===== src/rtl/img_cap_pkg.sv =====
// Shared types and constants for the image capture write path.
// Pixels are RGB888, frame-buffer words are 32 bits with a zero pad on top.
package img_cap_pkg;

    localparam int PIX_W  = 24;
    localparam int WORD_W = 32;

    localparam logic [WORD_W-PIX_W-1:0] PIX_PAD = 8'h00;

    typedef enum logic [1:0] {
        ST_IDLE,
        ST_CAPTURE,
        ST_DRAIN,
        ST_DONE
    } wr_ctrl_state_t;

endpackage


===== src/rtl/pix_fifo.sv =====
// Synchronous pixel FIFO with flush. Push while full is legal only together
// with a pop; flush discards contents and may be combined with a push.
module pix_fifo #(
    parameter int WIDTH = 24,
    parameter int DEPTH = 16
) (
    input  logic                     clk,
    input  logic                     reset,
    input  logic                     push,
    input  logic [WIDTH-1:0]         push_data,
    input  logic                     pop,
    input  logic                     flush,
    output logic                     full,
    output logic                     empty,
    output logic [$clog2(DEPTH):0]   level,
    output logic [WIDTH-1:0]         head
);

    localparam int AW = $clog2(DEPTH);

    logic [WIDTH-1:0] mem_q [DEPTH];
    logic [AW:0]      wr_ptr_q, wr_ptr_d;
    logic [AW:0]      rd_ptr_q, rd_ptr_d;
    logic [AW-1:0]    wr_addr;

    assign level = wr_ptr_q - rd_ptr_q;
    assign empty = (level == '0);
    assign full  = (level == (AW+1)'(DEPTH));
    assign head  = mem_q[rd_ptr_q[AW-1:0]];

    // A flush rewinds both pointers; a pixel pushed in the same cycle lands in slot 0.
    assign wr_addr = flush ? '0 : wr_ptr_q[AW-1:0];

    always_comb begin
        wr_ptr_d = wr_ptr_q;
        rd_ptr_d = rd_ptr_q;
        if (flush) begin
            wr_ptr_d = push ? (AW+1)'(1) : '0;
            rd_ptr_d = '0;
        end else begin
            if (push)
                wr_ptr_d = wr_ptr_q + (AW+1)'(1);
            if (pop && !empty)
                rd_ptr_d = rd_ptr_q + (AW+1)'(1);
        end
    end

    always_ff @(posedge clk or posedge reset) begin
        if (reset) begin
            wr_ptr_q <= '0;
            rd_ptr_q <= '0;
        end else begin
            wr_ptr_q <= wr_ptr_d;
            rd_ptr_q <= rd_ptr_d;
        end
    end

    always_ff @(posedge clk) begin
        if (push)
            mem_q[wr_addr] <= push_data;
    end

endmodule


===== src/rtl/img_wr_ctrl.sv =====
// Frame-buffer write-side capture controller: buffers a 24-bit pixel stream,
// tracks frame geometry, reports done/abort/overflow. IMG_WR_CTRL_STATS_EN adds drop_cnt.
module img_wr_ctrl
    import img_cap_pkg::*;
#(
    parameter int FRAME_PIXELS = 307200,
    parameter int FIFO_DEPTH   = 16
) (
    input  logic              clk,
    input  logic              reset,
    input  logic              cap_en,
    input  logic              pix_valid,
    input  logic [PIX_W-1:0]  pix_data,
    input  logic              pix_sof,
    input  logic              wr_rdy,
    output logic              wr_en_in,
    output logic [WORD_W-1:0] wr_data,
    output logic              frame_done,
    output logic              frame_err,
    output logic              overflow,
    output logic              busy
`ifdef IMG_WR_CTRL_STATS_EN
    ,
    output logic [15:0]       drop_cnt
`endif
);

    localparam int CNT_W = $clog2(FRAME_PIXELS + 1);
    localparam int LVL_W = $clog2(FIFO_DEPTH) + 1;
    localparam logic [CNT_W-1:0] LAST_PIX = CNT_W'(FRAME_PIXELS);

    wr_ctrl_state_t   state_q, state_d;
    logic [CNT_W-1:0] in_cnt_q, in_cnt_d;
    logic [CNT_W-1:0] out_cnt_q, out_cnt_d;
    logic             overflow_q, overflow_d;
    logic             frame_err_q, frame_err_d;

    logic             fifo_push, fifo_pop, fifo_flush;
    logic             fifo_full, fifo_empty;
    logic [LVL_W-1:0] fifo_level;
    logic [PIX_W-1:0] fifo_head;
    logic             start, restart, drop, last_pop;

    pix_fifo #(
        .WIDTH (PIX_W),
        .DEPTH (FIFO_DEPTH)
    ) u_fifo (
        .clk       (clk),
        .reset     (reset),
        .push      (fifo_push),
        .push_data (pix_data),
        .pop       (fifo_pop),
        .flush     (fifo_flush),
        .full      (fifo_full),
        .empty     (fifo_empty),
        .level     (fifo_level),
        .head      (fifo_head)
    );

    assign fifo_pop   = (state_q == ST_CAPTURE || state_q == ST_DRAIN) && !fifo_empty && wr_rdy;
    assign wr_en_in   = fifo_pop;
    assign wr_data    = fifo_empty ? '0 : {PIX_PAD, fifo_head};
    assign frame_done = (state_q == ST_DONE);
    assign frame_err  = frame_err_q;
    assign overflow   = overflow_q;
    assign busy       = (state_q != ST_IDLE);

    // The final write empties the FIFO, so DONE follows it with no idle cycle.
    assign last_pop = fifo_empty || (fifo_level == LVL_W'(1) && fifo_pop);

    always_comb begin
        state_d     = state_q;
        in_cnt_d    = in_cnt_q;
        overflow_d  = overflow_q;
        frame_err_d = 1'b0;
        fifo_push   = 1'b0;
        fifo_flush  = 1'b0;
        start       = 1'b0;
        restart     = 1'b0;
        drop        = 1'b0;

        case (state_q)
            ST_IDLE: begin
                if (pix_valid && pix_sof && cap_en) begin
                    start     = 1'b1;
                    fifo_push = 1'b1;
                    in_cnt_d  = CNT_W'(1);
                    state_d   = (in_cnt_d == LAST_PIX) ? ST_DRAIN : ST_CAPTURE;
                end
            end
            ST_CAPTURE: begin
                if (pix_valid) begin
                    if (pix_sof) begin
                        restart     = 1'b1;
                        fifo_flush  = 1'b1;
                        fifo_push   = 1'b1;
                        frame_err_d = 1'b1;
                        in_cnt_d    = CNT_W'(1);
                    end else begin
                        // A dropped pixel still counts so the frame ends on geometry.
                        in_cnt_d = in_cnt_q + CNT_W'(1);
                        if (fifo_full && !fifo_pop)
                            drop = 1'b1;
                        else
                            fifo_push = 1'b1;
                    end
                    if (in_cnt_d == LAST_PIX)
                        state_d = ST_DRAIN;
                end
            end
            ST_DRAIN: begin
                if (in_cnt_q == LAST_PIX && last_pop)
                    state_d = ST_DONE;
            end
            ST_DONE: begin
                state_d = ST_IDLE;
            end
            default: state_d = ST_IDLE;
        endcase

        if (drop)
            overflow_d = 1'b1;

        if (start || restart)
            out_cnt_d = '0;
        else if (fifo_pop)
            out_cnt_d = out_cnt_q + CNT_W'(1);
        else
            out_cnt_d = out_cnt_q;
    end

    always_ff @(posedge clk or posedge reset) begin
        if (reset) begin
            state_q     <= ST_IDLE;
            in_cnt_q    <= '0;
            out_cnt_q   <= '0;
            overflow_q  <= 1'b0;
            frame_err_q <= 1'b0;
        end else begin
            state_q     <= state_d;
            in_cnt_q    <= in_cnt_d;
            out_cnt_q   <= out_cnt_d;
            overflow_q  <= overflow_d;
            frame_err_q <= frame_err_d;
        end
    end

`ifdef IMG_WR_CTRL_STATS_EN
    logic [15:0] drop_cnt_q, drop_cnt_d;

    function automatic logic [15:0] sat_inc16(input logic [15:0] v);
        return (v == 16'hFFFF) ? v : v + 16'd1;
    endfunction

    // Only a fresh start clears the count; an aborted frame keeps accumulating.
    always_comb begin
        drop_cnt_d = drop_cnt_q;
        if (start)
            drop_cnt_d = '0;
        else if (drop)
            drop_cnt_d = sat_inc16(drop_cnt_q);
    end

    always_ff @(posedge clk or posedge reset) begin
        if (reset)
            drop_cnt_q <= '0;
        else
            drop_cnt_q <= drop_cnt_d;
    end

    assign drop_cnt = drop_cnt_q;
`endif

endmodule


===== config.mk =====
export PLATFORM = sky130hd
export DESIGN_NAME = img_wr_ctrl
export DESIGN_NICKNAME = d
export VERILOG_FILES = /design/src/rtl/img_cap_pkg.sv /design/src/rtl/pix_fifo.sv /design/src/rtl/img_wr_ctrl.sv
export SDC_FILE = /design/constraint.sdc
export NUM_CORES = 1
export LEC_CHECK = 0
export ABC_AREA = 1
export BUFFER_PORTS_ARGS = -buffer_cell sky130_fd_sc_hd__buf_4
export CAP_MARGIN = 20
export CORE_UTILIZATION = 45
export DETAILED_ROUTE_END_ITERATION = 8
export PLACE_DENSITY_LB_ADDON = 0.2
export SLEW_MARGIN = 10
export SYNTH_ARGS = -nofsm -noshare
export SYNTH_HDL_FRONTEND = slang
export SYNTH_SLANG_ARGS = --single-unit

===== constraint.sdc =====
create_clock -name clk -period 12 [get_ports clk]
set_input_delay 3.6 -clock clk [delete_from_list [all_inputs] [get_ports clk]]
set_output_delay 3.6 -clock clk [all_outputs]
set_load 0.005 [all_outputs]

==> qor.yml, run 1 <==
routed_wl_um: 42200
p_leak_uw: 0.00698
cts_setup_buffers: 0
dpl_cell_area_mm2: 0.0184
fin_util_pct: 52.3
routabilityCongestion: 0.838
num-fill-cells: 3269
fmax_mhz: 123
grt_remaining_overflow: 0
crit_required_ps: 8400
postLayoutCellArea_mm2: 0.0198
worstSetupStartpointType: "flop"
cts-root-buf: "clkbuf_16"
grt.met2_usage_pct: 37.0
synth.largest_area_cell: "edfxtp_1"
synth_top_area_share_pct: 66.1
mostFrequentLayoutCells: "edfxtp_1 (384), nand2_1 (372), a21oi_1 (171), buf_4 (78), a22oi_1 (61)"
criticalPathCategory: "flop to output port"
syn_avg_cell_area_um2: 12.2
grt_pass1_vias: 11000
die-area_mm2: 0.0396
diodes: 0
hold_ws_ps: 477
firstDrtPassIters: 5
grt_setup_unrepaired: "false"
grt_first_pass_wirelength_um: 64700
period_needed_ps: 8100
met3_usage_pct: 3.51
fin_tns_setup_ps: 0
clockBufferDepth: 3
die_w_um: 199
ant_nets: 0
cts.sinks: 417
worstMarginPinSlew_ps: 1040
ctsResizeCount: 0
post_drt_wl_per_cell_um: 20.8
synth_seq_cells: 417
synth_warnings: 0
ir_worst_vdd_v: 0.000133
drc_errors: 0
avgViaCountPerCell: 5.58
drt_iter0_markers: 888
drv_cap: 0
io_pins: 67
nets: 1524
grt_usage_pct: 21.9
p_per_area_mw_per_mm2: 229
hold_class: "flop to flop"
status: "completed"
vias: 11300
relSlewSlack_pct: 30.6
antenna_found_initial: 1
grt_max_degree: 106
critPathArrivalTime_ps: 4500
busiest_layer: "met2"
setup_viol: 0
worstPathMaxFanout: 72
clock_latency_ps: 550
final_common_cell: "edfxtp_1"
ctsHoldBuffers: 0
die_h_um: 199
cts_buffers: 44
reg2reg_slack_ps: 7680
tritoncts: "built"
rows: 71
fin_crit_sh_pct: 67.5
core-area_mm2: 0.0379
netlist_area_mm2: 0.0175
hold_viol: 0
start_util_pct: 46.0
clk_pin_slew_ps: 50
yosys-top-cells-area: "edfxtp_1 (66%), nand2_1 (8.0%), a21oi_1 (4.9%), dfrtp_1 (4.7%), a22oi_1 (2.6%)"
dp_slack_ps: 4210
io_buffers: 58
htreeDepth: 2
place_hpwl_um: 22800
cp-end-kind: "output port"
use_met1_pct: 29.3
synth-seq-area-share_pct: 70.8
syn_to_final_growth_pct: 13.6
drv_slew: 0
syn_inst: 1436
fin_ws_ps: 3900
drive_gt1_share_pct: 11.6
clock_skew_ps: 16.6
yosysUniqueCellTypes: 39
-- sequential cells by signal, summed over array words and instances, names as in the netlist --
signal	flops
u_fifo.mem_q	384
overflow	1
in_cnt_q	19
u_fifo.rd_ptr_q	5
state_q	2
frame_err	1
u_fifo.wr_ptr_q	5
-- critical path: stages, from the launching register on --
cell	delay, ps
dfrtp_4	990
buf_4	680
buf_4	640
nand2_1	100
a32o_1	270
nand2_1	50
o21ai_0	90
a311oi_1	720
buf_4	240
-- layout make-up --
| class | count | area (µm²) | area share (%) |
|---|---|---|---|
| clock inverters | 20 | 209 | 1.05 |
| well taps | 511 | 639 | 3.22 |
| repair buffers | 79 | 613 | 3.09 |
| clock buffers | 57 | 1190 | 6.01 |
| multi-input cells | 876 | 4580 | 23.1 |
| flip-flops and latches | 417 | 12400 | 62.3 |
| inverters | 62 | 240 | 1.21 |
-- cells in the mapped netlist (all sizes together) --
cell     count
xnor2        1
o211ai      11
a21oi      171
nand4       12
a2bb2oi      1
nand3       33
nand2      376
edfxtp     384
ha          13
clkbuf      35
nor3        11
o21ai       49
o32ai        2
conb         1
a32o        35
inv         59
o21bai       1
xor2         4
a22oi       61
nor2        58
a211oi       6
fa           1
dfrtp       33
a311oi      13
or2          1
clkinv       3
o22ai        8
buf         53
-- cells by family after synthesis --
logic type	share of synthesized area, %
other	0.0215
XOR/XNOR	0.251
buffers and inverters	3.69
AND/OR/NAND/NOR	11.4
flip-flops	70.8
AO/OA/AOI/OAI	12.8
adder cells (fa/ha/maj)	1.05
-- metal layers --
metal	share of wire, %	vias up
li1	-	5316
met2	49	318
met4	1.7	0
met5	0	-
met3	5.0	54
met1	44	5585
-- power breakdown --
part	internal, µW	switching [µW]	total, µW
clock	786	546	1330
combinational	528	934	1460
sequential	1670	83.4	1760
-- stage by stage --
step                power [µW]  instances
floorplan                 2690       1443
global placement          3220       1944
detailed placement        3250       1944
CTS                       4570       2021
global route              4800       2022
finish                    4550       2022
-- path summary, 6_finish.rpt --
kind	startpoint	cells past startpoint	to
setup / recovery	u_fifo.rd_ptr_q[0]	8	wr_data[21]
hold / removal	overflow	1	overflow
setup reg to reg	u_fifo.rd_ptr_q[1]	14	u_fifo.mem_q[1][14]
hold reg to reg	overflow	1	overflow
max in group asynchronous	reset	3	u_fifo.rd_ptr_q[0]
min in group asynchronous	reset	3	in_cnt_q[12]
Note: power is estimated with default switching activity, not from simulation.
==> run 2: changes to the inputs <==
ABC_AREA = 0   (was 1)
clock period = 8.3 ns   (was 12 ns; I/O delays follow)
==> run 2 against run 1 <==
Net effect:
- critical endpoint is now wr_data[15]
- register-to-register slack worse by 3900 ps
- cell count down 27%
- clock skew up 11 ps
- clock power up 41%
==> qor.yml, run 2 <==
start_util_pct: 46.2
switching_share_pct: 27.2
worstMarginPinSlew_ps: 1120
routabilityCongestion: 0.821
synth-seq-area-share_pct: 72.4
p_leak_uw: 0.00632
ctsHoldBuffers: 0
reg_top3: "u_fifo.mem_q x384, in_cnt_q x19"
nets: 987
largest_register_ff_count: 384
totalPowerFinal_uw: 5970
p_int_uw: 4350
critPathArrivalTime_ps: 4310
htreeDepth: 2
crit_required_ps: 5810
fin_util_pct: 53.1
synthArstFlopShare_pct: 7.91
io_pins: 67
syn_avg_cell_area_um2: 19.6
yosysMostFrequentCell: "edfxtp_1"
synth_seq_cells: 417
drv_slew: 0
io_buffers: 58
die-area_mm2: 0.0387
synth_edf_count: 384
cts_setup_buffers: 0
avgViaCountPerCell: 5.73
synth.largest_area_cell: "edfxtp_1"
clock_skew_ps: 28.1
worstPathMaxFanout: 35
clkPwrFrac_pct: 31.3
drc_errors: 0
setup_viol: 0
postLayoutCellArea_mm2: 0.0196
netlist_area_mm2: 0.0171
grt_pass1_vias: 8650
final_common_cell: "edfxtp_1"
cts.sinks: 417
die_h_um: 197
fin_tns_setup_ps: 0
routed_wl_um: 36400
clockBufferDepth: 3
yosys-top-cells-area: "edfxtp_1 (68%), mux4_2 (16%), dfrtp_1 (4.8%), ha_1 (0.95%), nor2b_1 (0.92%)"
comb_power_share_pct: 25.6
syn_inst: 869
grt_first_pass_wirelength_um: 54600
drive_gt1_share_pct: 29.5
yosysUniqueCellTypes: 64
mostFrequentLayoutCells: "edfxtp_1 (384), mux4_2 (120), buf_4 (72), clkbuf_16 (44), o21ai_0 (31)"
grt_max_degree: 66
drt_iter0_markers: 564
relSlewSlack_pct: 25.5
antenna_found_initial: 0
firstDrtPassIters: 5
clk_pin_slew_ps: 60
grt_setup_unrepaired: "false"
cp-end-kind: "output port"
yosys-top-cells-count: "edfxtp_1 (384), mux4_2 (120), dfrtp_1 (33), nor2_1 (33), o21ai_0 (31)"
period_needed_ps: 6800
num-fill-cells: 2909
grt_remaining_overflow: 0
p_per_area_mw_per_mm2: 305
switchingPower_uw: 1620
post_drt_wl_per_cell_um: 24.6
criticalPathCategory: "flop to output port"
dpl_cell_area_mm2: 0.0182
rows: 70
drv_cap: 0
hold_class: "flop to flop"
tritoncts: "built"
dp_cells: 1400
fmax_mhz: 147
place_hpwl_um: 19700
synth_top_area_share_pct: 67.6
seq_power_share_pct: 43.0
hold_viol: 0
cts-root-buf: "clkbuf_16"
vias: 8466
ant_nets: 0
ctsResizeCount: 0
synth_flop_cell: "edfxtp_1"
synth_warnings: 0
core-area_mm2: 0.0370
clock_latency_ps: 570
grt_usage_pct: 19.3
fin_crit_sh_pct: 81.9
worstSetupStartpointType: "flop"
top_register: "u_fifo.mem_q"
final_cells: 1478
cts_buffers: 44
ir_worst_vdd_v: 0.000203
status: "completed"
syn_to_final_growth_pct: 14.9
diodes: 0
die_w_um: 197
run 2: cell types whose count changed in the layout (fill, tap and decap cells not counted), sizes merged, moves of 21 or more:
cell | previous run | this run
a32o | 35 | 0
nor2 | 58 | 33
a22oi | 61 | 1
inv | 61 | 16
nor2b | 0 | 25
nand3 | 33 | 12
a21oi | 171 | 13
mux4 | 0 | 120
nand2 | 376 | 21
run 2: metal layers:
layer / up-vias / GRT usage (%) / share of wire, %
met5: - / 0 / 0
met4: 0 / 4.68 / 1.6
met3: 43 / 3.46 / 5.0
met2: 213 / 31.4 / 49
met1: 4491 / 27.3 / 44
li1: 3719 / - / -
run 2: kinds of logic after synthesis:
| family | count (synthesis) | share of synthesized area, % |
|---|---|---|
| AOI/OAI and AO/OA | 79 | 2.93 |
| xor gates and xnor gates | 11 | 0.565 |
| adders and majority gates | 14 | 1.07 |
| buffers and inverters | 71 | 1.89 |
| DFF | 417 | 72.4 |
| muxes | 123 | 16.0 |
| other | 1 | 0.0220 |
| and+or+nand+nor | 153 | 5.11 |
run 2: worst paths after layout:
check | start | endpoint | slack [ps] | cells after the start
min in group asynchronous | reset | in_cnt_q[5] | 2040 | 3
worst min register to register | overflow | overflow | 490 | 1
worst min-delay path | overflow | overflow | 490 | 1
worst max register to register | u_fifo.rd_ptr_q[3] | u_fifo.mem_q[13][4] | 3760 | 8
worst max-delay path | u_fifo.rd_ptr_q[0] | wr_data[15] | 1500 | 6
max in group asynchronous | reset | u_fifo.rd_ptr_q[0] | 5880 | 3
run 2: power by group through the flow:
stage	Clock [µW]	Sequential, µW	Combinational [µW]
after floorplan	0	2510	1090
after global placement	0	2620	1550
after detailed placement	0	2620	1570
after CTS	1910	2580	1570
after global routing	1980	2590	1670
final	1870	2570	1530
run 2: cell type report:
cell class	instances	area (µm²)	area share (%)
Sequential cell	417	12400	63.0
Inverter	15	56.3	0.287
Clock inverter	23	238	1.21
Timing Repair Buffer	77	656	3.34
Clock buffer	54	1140	5.80
Tap cell	504	631	3.21
Multi-Input combinational cell	388	4530	23.1
run 2: critical path: stages (launching register included):
cell	delay, ps
dfrtp_4	860
buf_4	730
buf_4	680
mux4_2	580
mux4_2	470
nor2b_1	190
buf_4	200
run 2: per-stage QoR:
stage | hold WS [ps] | worst slack, ps
floorplan | 468 | 2440
global route | 503 | 1150
detailed placement | 479 | 1930
finish | 495 | 1500
global placement | 469 | 1970
CTS | 497 | 1340
